File: src/rtl/regfile_scoreboard.sv
// regfile_scoreboard: 2-read/1-write integer register file with hard-wired
// zero register, writeback-to-read bypass and a per-register pending
// scoreboard that drives operand hazard and issue-ready outputs.
module regfile_scoreboard #(
    parameter int ADDR_WIDTH = 5,
    parameter int DATA_WIDTH = 32,
    parameter int DEPTH      = 32,
    parameter bit ZERO_REG   = 1'b1,
    parameter bit BYPASS     = 1'b1
) (
    input  logic                  CLK,
    input  logic                  RST,
    input  logic [ADDR_WIDTH-1:0] RA1,
    input  logic [ADDR_WIDTH-1:0] RA2,
    output logic [DATA_WIDTH-1:0] RD1,
    output logic [DATA_WIDTH-1:0] RD2,
    input  logic                  WE,
    input  logic [ADDR_WIDTH-1:0] WA,
    input  logic [DATA_WIDTH-1:0] WD,
    input  logic                  ISSUE_VALID,
    input  logic [ADDR_WIDTH-1:0] ISSUE_RD,
    output logic                  ISSUE_READY,
    output logic                  BUSY1,
    output logic                  BUSY2,
    input  logic                  FLUSH,
    output logic [ADDR_WIDTH:0]   PEND_CNT
);

    localparam logic [ADDR_WIDTH:0] DEPTH_W = DEPTH[ADDR_WIDTH:0];

    logic [DATA_WIDTH-1:0] mem [DEPTH];
    logic [DEPTH-1:0]      pend;
    logic [ADDR_WIDTH:0]   cnt_q;

    logic wr_ok, issue_set, inc, dec;
    logic waw_haz;

    // Address exists in the array.
    function automatic logic in_range(input logic [ADDR_WIDTH-1:0] a);
        return ({1'b0, a} < DEPTH_W);
    endfunction

    // Address holds real state: in range and not the hard-wired zero.
    function automatic logic writable(input logic [ADDR_WIDTH-1:0] a);
        return in_range(a) && !(ZERO_REG && (a == '0));
    endfunction

    // Pending lookup that tolerates out-of-range addresses.
    function automatic logic pend_at(input logic [ADDR_WIDTH-1:0] a);
        return in_range(a) ? pend[a] : 1'b0;
    endfunction

    // Read mux: zero/out-of-range first, then bypass, then storage.
    function automatic logic [DATA_WIDTH-1:0] rd_port(input logic [ADDR_WIDTH-1:0] a);
        if (!writable(a))
            return '0;
        else if (BYPASS && wr_ok && (WA == a))
            return WD;
        else
            return mem[a];
    endfunction

    // Combinational read ports, hazards and issue handshake.
    always_comb begin
        wr_ok       = WE && writable(WA);
        RD1         = rd_port(RA1);
        RD2         = rd_port(RA2);
        BUSY1       = pend_at(RA1) && !(BYPASS && WE && (WA == RA1));
        BUSY2       = pend_at(RA2) && !(BYPASS && WE && (WA == RA2));
        // A writeback retiring the old writer in this cycle lifts the WAW block.
        waw_haz     = pend_at(ISSUE_RD) && !(WE && (WA == ISSUE_RD));
        ISSUE_READY = !BUSY1 && !BUSY2 && !waw_haz && !FLUSH;
        issue_set   = ISSUE_VALID && ISSUE_READY && writable(ISSUE_RD);
        // Same-register issue+writeback leaves the bit set: neither counts.
        inc         = issue_set && !pend_at(ISSUE_RD);
        dec         = WE && pend_at(WA) && !(issue_set && (ISSUE_RD == WA));
    end

    genvar gi;
    generate
        for (gi = 0; gi < DEPTH; gi++) begin : g_reg
            localparam logic [ADDR_WIDTH-1:0] IDX = gi[ADDR_WIDTH-1:0];

            // Storage word: written on a qualified writeback hit.
            always_ff @(posedge CLK or negedge RST) begin
                if (!RST)
                    mem[gi] <= '0;
                else if (wr_ok && (WA == IDX))
                    mem[gi] <= WD;
            end

            // Pending bit: flush clears, issue sets, writeback clears; set wins.
            always_ff @(posedge CLK or negedge RST) begin
                if (!RST)
                    pend[gi] <= 1'b0;
                else if (FLUSH)
                    pend[gi] <= 1'b0;
                else if (issue_set && (ISSUE_RD == IDX))
                    pend[gi] <= 1'b1;
                else if (WE && (WA == IDX))
                    pend[gi] <= 1'b0;
            end
        end
    endgenerate

    // Pending count tracks the popcount incrementally.
    always_ff @(posedge CLK or negedge RST) begin
        if (!RST)
            cnt_q <= '0;
        else if (FLUSH)
            cnt_q <= '0;
        else
            cnt_q <= cnt_q + (ADDR_WIDTH+1)'(inc) - (ADDR_WIDTH+1)'(dec);
    end

    assign PEND_CNT = cnt_q;

endmodule

File: config.mk
export PLATFORM = sky130hd
export DESIGN_NAME = regfile_scoreboard
export DESIGN_NICKNAME = d
export VERILOG_FILES = /design/src/rtl/regfile_scoreboard.sv
export SDC_FILE = /design/constraint.sdc
export NUM_CORES = 2
export LEC_CHECK = 0
export CORE_ASPECT_RATIO = 1.75
export CORE_MARGIN = 1.5
export CORE_UTILIZATION = 60
export CTS_BUF_LIST = sky130_fd_sc_hd__clkbuf_4 sky130_fd_sc_hd__clkbuf_8 sky130_fd_sc_hd__clkbuf_16
export DETAILED_ROUTE_END_ITERATION = 12
export DONT_BUFFER_PORTS = 1
export PLACE_DENSITY = 0.75
export SYNTH_ARGS = -nofsm -noshare
export SYNTH_HDL_FRONTEND = slang
export SYNTH_SLANG_ARGS = --single-unit
File: constraint.sdc
create_clock -name CLK -period 10.21 [get_ports CLK]
set_clock_uncertainty 0.05 [all_clocks]
set_input_delay 1.021 -clock CLK [delete_from_list [all_inputs] [get_ports CLK]]
set_output_delay 1.021 -clock CLK [all_outputs]
set_load 0.03 [all_outputs]
==> flow_summary.yaml <==
power:
  static-leakage-power_nw: 26.34
  combPwrFrac_pct: 20.3
  p_clk_share_pct: 33.2
  power.share.sequential_pct: 46.6
  p_sw_mw: 3.117
  netSwitchingFraction_pct: 26.04
  cellPowerDensity_nw_per_um2: 192.4
  power.internal_mw: 8.854
  ir_worst_vdd_mv: 0.1571
critical_path:
  r2r_start: "pend[15]$_DFFE_PN0P_"
  worstPathMaxFanout: 42
  timing.rr.end: "PEND_CNT[4]$_DFF_PN0_"
  worst_endpoint_data_arrival_time_ns: 4.05
  critical-path-slowest-cell: "a211oi_1"
  slowest_delay_ns: 0.85
  crit_path_cell_chain: "nor2_1 > nand2_1 > o21ai_4 > buf_4 > nor2_1 > a211oi_1"
  cpMostUsedCell: "nor2_1"
  rr_worst_depth: 15
  end_kind: "output pin"
  register_to_register_setup_slack_ns: 6.15
  critPathKind: "in -> out"
  kind_of_launch_point_of_the_worst_setup_path: "primary input"
  cp_data_required_time_ns: 9.14
timing:
  final_critical_path_setup_slack_ns: 5.086
  hold_ws_ns: 0.2736
  final_hold_viol_count: 0
  post-route-min-period_ns: 5.124
  final_tns_setup_ns: 0
  slew_headroom_pct: 2.509
  fmax_mhz: 195.2
  tightest_slew_ns: 1.462
  setup_viol: 0
  final.period_utilization_pct: 50.18
  slew_viol_final: 0
  grt_setup_unrepaired: "false"
floorplan:
  initial_utilization_pct: 60.39
  floorplan.rows: 151
  die_height_um: 415.4
  floorplan.die_area_um2: 99120
  floorplan.die.width_um: 238.6
  num_io_pins: 130
  core_um2: 96540
cts:
  post_cts.resized_instances: 0
  post_cts_buffers: 0
  clock_insertion_delay_worst_skew_ns: 0.71
  cts_root_buffer: "clkbuf_16"
  path_clk_slew_ns: 0.07
  cts-root-to-sink-buffers: 3
  cts_htree_levels: 3
  cts_inserted_buffers: 97
  cts_tree: "built"
  clock-sinks: 1062
synth:
  ys_ff_latch: 1062
  synthesis.instances: 3728
  postSynth.asyncResetShare_pct: 100.0
  syn_avg_cell_area_um2: 15.64
  yosysWarningCount: 0
  synth-main-ff-cell: "dfrtp_1"
  synth.lib_cells_used.distinct: 52
  post_synth_instance_area_um2: 58300
  synth-edff-count: 0
  syn_nets: 3792
  seq_area_frac_synth_pct: 45.58
detailed_routing:
  totalWireLength_um: 165000
  routedWlPerCell_um: 34.03
  drt.antenna.violating_nets: 0
  initialDrtViolationCount: 3123
  drcViolationCount: 0
  drtPass1Iterations: 6
  drt-vias-per-instance: 7.259
  vias: 35190
run:
  max_cap_violations: 0
global_route:
  maximum_number_of_pins_on_one_net_before_global_route_repair: 1051
  first_pass_grt_wire_length_um: 249200
  first_global_vias: 38190
  groute.usage.overall_pct: 34.25
  grt_antenna_before_repair: 0
  grt.overflow.total: 0
final_layout:
  fraction_of_final_layout_cells_sized_beyond_drive_strength_1_pct: 54.48
  most-common-layout-cells: "dfrtp_1, mux2_2, mux4_2"
  num_antenna_cells: 0
  final-instance-count-excl-fill: 4848
  total_nets_final: 3532
  mostFrequentLayoutCell: "dfrtp_1"
  final_cell_area_um2: 62220
  multi_input_comb_area_um2: 29790
  area_delta_synth_final_pct: 6.717
  final.fill_count: 6689
  sequential_cell_area_um2: 26580
placed_design:
  io_buffer_count: 0
  dp.cells: 4661
  detailed_place_hpwl_um: 82550
  globalplace.congestion: 0.8563
  post_dp_cell_area_um2: 58590
  detailedPlace.worstSlack_ns: 5.183
worst_hold_path:
  hp-class: "in -> async"
status:
  outcome: "completed"
[worst max-delay path: cells and delay by family]
family                 cells  cell delay, ns
buffers and inverters      1            0.69
AND/OR/NAND/NOR            3            0.64
AO/OA/AOI/OAI              2            1.63
[per-stage QoR]
stage	utilization [%]	power, mW
6_report	64.45	11.97
5_1_grt	64.45	12.40
4_1_cts	64.29	11.91
3_5_place_dp	60.68	7.960
3_3_place_gp	60.68	7.728
2_1_floorplan	-	7.531
[cells by family after synthesis]
logic type | Yosys count | share of synthesized area (%)
flip-flops | 1062 | 45.58
adder cells (fa/ha/maj) | 7 | 0.1631
buffers and inverters | 452 | 3.691
AND/OR/NAND/NOR | 261 | 2.343
XOR/XNOR | 20 | 0.3004
AO/OA/AOI/OAI | 183 | 2.195
multiplexers | 1743 | 45.73
[registers in the layout, summed over array words and instances, names as in the netlist]
register	count
pend	32
mem	1024
PEND_CNT	6
[layout make-up]
class	instances	share of cell area, %
sequential	1062	42.71
multi-input combinational	2214	47.88
clock inverter	39	0.8044
tap	1300	2.614
clock buffer	140	4.766
timing repair buffer	81	1.150
inverter	12	0.07239
[per-layer routing]
layer	share of wire (%)	GRT usage (%)	up-vias	wire length, µm
li1	-	-	13900	-
met2	50	56.26	1621	82780
met4	5.0	15.99	0	8281
met5	0	0	-	0
met3	7.8	6.017	432	12880
met1	37	44.60	19240	61050
[cells in the mapped netlist (2+ instances only)]
| library cell | count | area share (%) |
|---|---|---|
| nand2b_1 | 9 | 0.097 |
| a21oi_1 | 29 | 0.25 |
| o21ai_1 | 9 | 0.077 |
| nor4_1 | 3 | 0.032 |
| buf_6 | 22 | 0.42 |
| nand3b_1 | 19 | 0.24 |
| mux2i_1 | 113 | 1.9 |
| or3_1 | 4 | 0.043 |
| nor3b_1 | 6 | 0.077 |
| o32ai_1 | 5 | 0.075 |
| o21bai_1 | 3 | 0.039 |
| buf_4 | 31 | 0.40 |
| xor2_1 | 15 | 0.23 |
| o31ai_1 | 6 | 0.077 |
| clkbuf_1 | 224 | 1.4 |
| o21ai_0 | 16 | 0.14 |
| buf_1 | 24 | 0.15 |
| mux2_1 | 4 | 0.077 |
| mux4_2 | 637 | 25 |
| dfrtp_1 | 1062 | 46 |
| nor3_1 | 4 | 0.034 |
| a211oi_1 | 106 | 1.4 |
| and3_1 | 3 | 0.032 |
| inv_1 | 12 | 0.077 |
| and3b_1 | 2 | 0.030 |
| nor2b_1 | 38 | 0.41 |
| buf_2 | 139 | 1.2 |
| nand3_1 | 7 | 0.060 |
| nand4_1 | 2 | 0.021 |
| xnor2_1 | 5 | 0.075 |
| ha_1 | 6 | 0.13 |
| nand2_1 | 45 | 0.29 |
| or4_1 | 4 | 0.052 |
| mux2_2 | 989 | 19 |
| or3b_2 | 14 | 0.21 |
| nor2_1 | 95 | 0.61 |
[power groups by stage]
stage | clock network, mW | registers [mW] | logic [mW]
3_3_place_gp | 0 | 5.49 | 2.24
5_1_grt | 4.16 | 5.67 | 2.57
6_report | 3.97 | 5.57 | 2.43
2_1_floorplan | 0 | 5.41 | 2.12
3_5_place_dp | 0 | 5.63 | 2.33
4_1_cts | 4.00 | 5.56 | 2.34
[how the worst max path moves through the flow]
stage,cells past startpoint,startpoint,endpoint
finish,6,WA[1],RD2[12]
CTS,6,WA[1],RD2[31]
floorplan,16,RA1[1],PEND_CNT[4]$_DFF_PN0_
global placement,6,WA[1],RD2[8]
detailed placement,6,WA[1],RD2[31]
global route,6,WA[1],RD2[8]
[what timing repair did]
item                                    CTS  global route
endpoints found under the setup margin    0             0
hold buffers                              2             1
endpoints found under the hold margin    13             2
No activity file was read; power rests on OpenSTA's default activity.
